===== src/rtl/msrv32_pkg.sv =====
// msrv32_pkg: shared funct3 codes, LSU state encoding and byte-mask constants.
// Revision: 1.0
`default_nettype none

package msrv32_pkg;

  localparam logic [2:0] F3_LB  = 3'b000;
  localparam logic [2:0] F3_LH  = 3'b001;
  localparam logic [2:0] F3_LW  = 3'b010;
  localparam logic [2:0] F3_LBU = 3'b100;
  localparam logic [2:0] F3_LHU = 3'b101;
  localparam logic [2:0] F3_SB  = 3'b000;
  localparam logic [2:0] F3_SH  = 3'b001;
  localparam logic [2:0] F3_SW  = 3'b010;

  typedef enum logic {
    IDLE = 1'b0,
    BUSY = 1'b1
  } lsu_state_e;

  localparam logic [3:0] MASK_NONE    = 4'b0000;
  localparam logic [3:0] MASK_BYTE0   = 4'b0001;
  localparam logic [3:0] MASK_HALF_LO = 4'b0011;
  localparam logic [3:0] MASK_HALF_HI = 4'b1100;
  localparam logic [3:0] MASK_WORD    = 4'b1111;

endpackage

`default_nettype wire


===== src/rtl/msrv32_load_extract.sv =====
// msrv32_load_extract: selects the addressed byte/halfword of a read word and extends it.
// Revision: 1.0
`default_nettype none

module msrv32_load_extract
  import msrv32_pkg::*;
(
  input  logic [31:0] rdata,
  input  logic [2:0]  funct3,
  input  logic [1:0]  offset,
  output logic [31:0] data
);

  logic [7:0]  byte_sel;
  logic [15:0] half_sel;

  always_comb begin
    case (offset)
      2'd0:    byte_sel = rdata[7:0];
      2'd1:    byte_sel = rdata[15:8];
      2'd2:    byte_sel = rdata[23:16];
      default: byte_sel = rdata[31:24];
    endcase
    half_sel = offset[1] ? rdata[31:16] : rdata[15:0];

    case (funct3)
      F3_LB:   data = {{24{byte_sel[7]}}, byte_sel};
      F3_LBU:  data = {24'd0, byte_sel};
      F3_LH:   data = {{16{half_sel[15]}}, half_sel};
      F3_LHU:  data = {16'd0, half_sel};
      default: data = rdata;
    endcase
  end

endmodule

`default_nettype wire


===== src/rtl/msrv32_lsu.sv =====
// msrv32_lsu: load/store unit with single-outstanding req/ack data bus and load extension.
// Revision: 1.0 -- optional bus timeout enabled by MSRV32_LSU_TIMEOUT_EN.
`default_nettype none

module msrv32_lsu
  import msrv32_pkg::*;
#(
  parameter int TIMEOUT_CYCLES = 255
) (
  input  logic        ms_riscv32_mp_clk_in,
  input  logic        ms_riscv32_mp_rst_in,
  input  logic        mem_op_valid_in,
  input  logic        mem_wr_in,
  input  logic [2:0]  funct3_in,
  input  logic [31:0] addr_in,
  input  logic [31:0] rs2_in,
  output logic        dmem_req_out,
  output logic        dmem_wr_req_out,
  output logic [31:0] dmem_addr_out,
  output logic [31:0] dmem_wdata_out,
  output logic [3:0]  dmem_wr_mask_out,
  input  logic        dmem_ack_in,
  input  logic [31:0] dmem_rdata_in,
  output logic [31:0] load_data_out,
  output logic        load_valid_out,
  output logic        stall_out,
  output logic        misaligned_out,
  output logic        bus_err_out
);

  lsu_state_e  state;
  logic [2:0]  funct3_q;
  logic [1:0]  offset_q;
  logic        misaligned;
  logic        accept;
  logic        timeout_hit;
  logic [31:0] ext_data;
  logic [31:0] st_wdata;
  logic [3:0]  st_mask;

  assign misaligned = mem_op_valid_in &&
                      ((funct3_in[1:0] == 2'b01 && addr_in[0]) ||
                       (funct3_in[1:0] == 2'b10 && addr_in[1:0] != 2'b00));
  assign accept         = mem_op_valid_in && !misaligned;
  assign misaligned_out = (state == IDLE) && misaligned;
  assign stall_out      = ((state == IDLE) && accept) ||
                          ((state == BUSY) && !dmem_ack_in && !timeout_hit);

  // Store lanes are replicated so the mask alone picks the written bytes.
  always_comb begin
    case (funct3_in)
      F3_SB: begin
        st_wdata = {4{rs2_in[7:0]}};
        st_mask  = MASK_BYTE0 << addr_in[1:0];
      end
      F3_SH: begin
        st_wdata = {2{rs2_in[15:0]}};
        st_mask  = addr_in[1] ? MASK_HALF_HI : MASK_HALF_LO;
      end
      default: begin
        st_wdata = rs2_in;
        st_mask  = MASK_WORD;
      end
    endcase
  end

  msrv32_load_extract u_extract (
    .rdata  (dmem_rdata_in),
    .funct3 (funct3_q),
    .offset (offset_q),
    .data   (ext_data)
  );

  always_ff @(posedge ms_riscv32_mp_clk_in or posedge ms_riscv32_mp_rst_in) begin
    if (ms_riscv32_mp_rst_in) begin
      state            <= IDLE;
      funct3_q         <= 3'd0;
      offset_q         <= 2'd0;
      dmem_req_out     <= 1'b0;
      dmem_wr_req_out  <= 1'b0;
      dmem_addr_out    <= 32'd0;
      dmem_wdata_out   <= 32'd0;
      dmem_wr_mask_out <= 4'd0;
      load_data_out    <= 32'd0;
      load_valid_out   <= 1'b0;
    end else begin
      load_valid_out <= 1'b0;
      case (state)
        IDLE: begin
          if (accept) begin
            state            <= BUSY;
            funct3_q         <= funct3_in;
            offset_q         <= addr_in[1:0];
            dmem_req_out     <= 1'b1;
            dmem_wr_req_out  <= mem_wr_in;
            dmem_addr_out    <= {addr_in[31:2], 2'b00};
            dmem_wdata_out   <= st_wdata;
            dmem_wr_mask_out <= mem_wr_in ? st_mask : MASK_NONE;
          end
        end
        BUSY: begin
          if (dmem_ack_in) begin
            state           <= IDLE;
            dmem_req_out    <= 1'b0;
            dmem_wr_req_out <= 1'b0;
            if (!dmem_wr_req_out) begin
              load_data_out  <= ext_data;
              load_valid_out <= 1'b1;
            end
          end else if (timeout_hit) begin
            state           <= IDLE;
            dmem_req_out    <= 1'b0;
            dmem_wr_req_out <= 1'b0;
          end
        end
        default: state <= IDLE;
      endcase
    end
  end

`ifdef MSRV32_LSU_TIMEOUT_EN
  localparam int CNT_W = $clog2(TIMEOUT_CYCLES + 1);
  localparam logic [CNT_W-1:0] CNT_LIMIT = CNT_W'(TIMEOUT_CYCLES - 1);

  logic [CNT_W-1:0] busy_cnt;

  // Fires in the TIMEOUT_CYCLES-th unacknowledged BUSY cycle; ack wins.
  assign timeout_hit = (state == BUSY) && !dmem_ack_in && (busy_cnt == CNT_LIMIT);

  always_ff @(posedge ms_riscv32_mp_clk_in or posedge ms_riscv32_mp_rst_in) begin
    if (ms_riscv32_mp_rst_in) begin
      busy_cnt    <= '0;
      bus_err_out <= 1'b0;
    end else begin
      bus_err_out <= 1'b0;
      if (state == IDLE && accept) begin
        busy_cnt <= '0;
      end else if (state == BUSY && !dmem_ack_in) begin
        if (timeout_hit) bus_err_out <= 1'b1;
        else             busy_cnt    <= busy_cnt + 1'b1;
      end
    end
  end
`else
  assign timeout_hit = 1'b0;
  assign bus_err_out = 1'b0;
`endif

endmodule

`default_nettype wire


===== config.mk =====
export PLATFORM = sky130hd
export DESIGN_NAME = msrv32_lsu
export DESIGN_NICKNAME = d
export VERILOG_FILES = /design/src/rtl/msrv32_pkg.sv /design/src/rtl/msrv32_load_extract.sv /design/src/rtl/msrv32_lsu.sv
export SDC_FILE = /design/constraint.sdc
export NUM_CORES = 1
export LEC_CHECK = 0
export CAP_MARGIN = 10
export CORE_MARGIN = 4
export CORE_UTILIZATION = 23
export CTS_CLUSTER_SIZE = 25
export DETAILED_ROUTE_END_ITERATION = 8
export PLACE_DENSITY = 0.53
export SETUP_SLACK_MARGIN = 0.2
export SLEW_MARGIN = 20
export SYNTH_ARGS = -nofsm -noshare
export SYNTH_HDL_FRONTEND = slang
export SYNTH_SLANG_ARGS = --single-unit

===== constraint.sdc =====
create_clock -name ms_riscv32_mp_clk_in -period 3.5 [get_ports ms_riscv32_mp_clk_in]
set_input_delay 0.525 -clock ms_riscv32_mp_clk_in [delete_from_list [all_inputs] [get_ports ms_riscv32_mp_clk_in]]
set_output_delay 0.525 -clock ms_riscv32_mp_clk_in [all_outputs]
set_load 0.03 [all_outputs]

==> impl_metrics.yaml <==
setup_path:
  path_class: "input pin to primary output"
  cp.required_ns: 2.97
  critical_path.endpoint: "stall_out"
  crit_start: "funct3_in[1]"
  end_kind: "primary output"
  crit_fanout: 5
  r2r_cells: 4
  r2r_end: "load_data_out[1]"
  critPathLaunchType: "input pin"
  timing.rr.start: "funct3_q[0]"
  rrSetupSlack_ns: 1.54
  cp_data_arrival_time_ns: 2.14
place:
  dpl_cell_area_um2: 7290
  gp_congestion: 0.741
  dp_hpwl_um: 11500
  dp_slack_ns: 0.800
  io_buffers: 206
layout:
  seqCellArea_um2: 2680
  drive_gt1_share_pct: 5.66
  fillCellCount: 2201
  multi_input_area_um2: 2090
  num_antenna_cells: 0
  layout_common_cells: "204 x clkdlybuf4s50_1, 201 x nand2_1, 107 x dfrtp_1, 34 x nor2_1, 30 x mux2i_1"
  area_delta_synth_final_pct: 53.0
  layout_commonest_cell: "clkdlybuf4s50_1"
  layout.nets: 841
  final_area_um2: 7590
floorplanning:
  die_h_um: 155
  core-area_um2: 21100
  initial_core_util_pct: 23.5
  rows: 53
  io_pins: 210
  dieArea_um2: 24000
  chipWidth_um: 155
cts:
  cts.sinks: 107
  postCtsSetupRepairBufs: 0
  cts_resized: 0
  cts_buffer_depth: 2
  cts_tree: "yes"
  clkLatencyLatePin_ns: 0.35
  htreeDepth: 3
  cts_buffers: 9
  path_clk_slew_ns: 0.07
  clockRootBuffer: "clkbuf_16"
  holdBufCountCts: 0
timing:
  clock_skew_ns: 0.00627
  period_needed_ns: 2.66
  setup_viol: 0
  hold_viol: 0
  fin_ws_ns: 0.836
  slew_headroom_pct: 50.9
  rsz0062_at_grt: "no"
  fin_hold_ws_ns: 0.468
  worst_pin_slew_ns: 0.735
  max_freq_ghz: 0.375
  drv_slew: 0
  tns_ns: 0
  fin_crit_sh_pct: 76.1
synthesis:
  synth.avg_cell_area_um2: 9.08
  ys_top_cells_by_area: "dfrtp_1 54%, nand2_1 15%, mux2i_1 6.1%"
  synthCells: 546
  netlist_area_um2: 4960
  synth_top_area_share_pct: 54.0
  synth_cell_types: 37
  synth_seq_area_share_pct: 54.0
  synth-seq-cells: 107
  synth_top_area_cell: "dfrtp_1"
  yosys_warnings: 0
route:
  ant_nets: 0
  vias_per_cell: 4.25
  drtIter0Drc: 150
  drc: 0
  vias: 4326
  wl_per_cell_um: 15.7
  wl_um: 16000
  firstDrtPassIters: 4
global_routing:
  grt_max_degree: 99
  first_global_vias: 4349
  antenna_found_initial: 1
  gr-total-overflow: 0
  grt_pass1_wl_um: 25300
  track_usage_pct: 13.4
pwr:
  fin_total_pwr_mw: 5.54
  vdd_ir_drop_max_uv: 242
  powerDensity_nw_per_um2: 730
  leakage_nw: 3.27
status:
  status: "finished clean"
flow_run:
  max_cap_viol_count: 0
worst_hold_path:
  hp-class: "register to register"
-- how the worst min path moves through the flow --
stage,cells after the start,start,slack (ns),end
2_1_floorplan,2,funct3_q[2],0.47,funct3_q[2]
3_3_place_gp,2,dmem_addr_out[7],0.46,dmem_addr_out[7]
3_5_place_dp,2,dmem_wr_mask_out[1],0.46,dmem_wr_mask_out[1]
4_1_cts,2,dmem_wr_mask_out[0],0.48,dmem_wr_mask_out[0]
5_1_grt,2,dmem_addr_out[28],0.50,dmem_addr_out[28]
6_report,2,dmem_wr_mask_out[0],0.47,dmem_wr_mask_out[0]
-- flip-flops by register name (all words and copies together), names as in the netlist --
| register | cells |
|---|---|
| funct3_q | 3 |
| dmem_addr_out | 30 |
| offset_q | 2 |
| load_valid_out | 1 |
| dmem_wdata_out | 32 |
| dmem_wr_req_out | 1 |
| load_data_out | 32 |
| state | 1 |
| dmem_req_out | 1 |
| dmem_wr_mask_out | 4 |
-- where the power goes --
part,total [mW],leakage (nW),internal [mW],switching [mW]
Clock,1.04,0.139,0.575,0.462
Sequential,1.91,1.29,1.65,0.261
Combinational,2.59,1.84,1.09,1.51
Total,5.54,3.27,3.31,2.23
-- critical path: stages --
cell             delay (ns)
clkdlybuf4s50_1        0.67
xor2_1                 0.21
a221o_4                0.41
o21ai_0                0.10
buf_4                  0.21
-- Yosys cell counts, drive strengths merged --
| cell type | count |
|---|---|
| nand3b | 3 |
| conb | 1 |
| clkbuf | 11 |
| o31ai | 1 |
| nand3 | 8 |
| o22a | 3 |
| clkinv | 1 |
| o21bai | 1 |
| a21o | 3 |
| o211ai | 1 |
| nor2 | 35 |
| a221o | 1 |
| o21ai | 38 |
| mux2 | 8 |
| dfrtp | 107 |
| nand2b | 4 |
| nor2b | 4 |
| a221oi | 1 |
| a211oi | 8 |
| a21oi | 29 |
| nand2 | 201 |
| nor3b | 9 |
| xor2 | 1 |
| o31a | 2 |
| inv | 3 |
| nor3 | 1 |
| buf | 26 |
| a22oi | 4 |
| mux2i | 30 |
| o211a | 1 |
-- area by class of cell --
type	count	share of cell area, %
Sequential cell	107	35.3
Timing Repair Buffer	215	28.5
Multi-Input combinational cell	400	27.5
Tap cell	275	4.54
Clock buffer	12	3.25
Clock inverter	4	0.660
Inverter	4	0.247
-- metrics by stage --
| step | util (%) | instances |
|---|---|---|
| 2_1_floorplan | - | 548 |
| 3_5_place_dp | 34.6 | 1001 |
| 3_3_place_gp | 34.6 | 1001 |
| 5_1_grt | 36.0 | 1017 |
| 4_1_cts | 36.0 | 1017 |
| 6_report | 36.0 | 1017 |
-- kinds of logic after synthesis --
family / after synthesis / synth area share [%]
other: 1 / 0.0756
AO/OA/AOI/OAI: 93 / 11.2
flip-flops: 107 / 54.0
XOR/XNOR: 1 / 0.177
AND/OR/NAND/NOR: 265 / 22.1
multiplexers: 38 / 7.87
buffers and inverters: 41 / 4.49
-- per-layer routing --
layer | wire, um | share of wire, % | up-vias | track usage (%)
met5 | 12 | 0.075 | - | 0
met4 | 160 | 1.0 | 2 | 3.07
met3 | 1470 | 9.2 | 12 | 5.29
met2 | 6690 | 42 | 153 | 19.3
met1 | 7660 | 48 | 1990 | 18.8
li1 | - | - | 2169 | -
(Power assumes the default switching activity.)
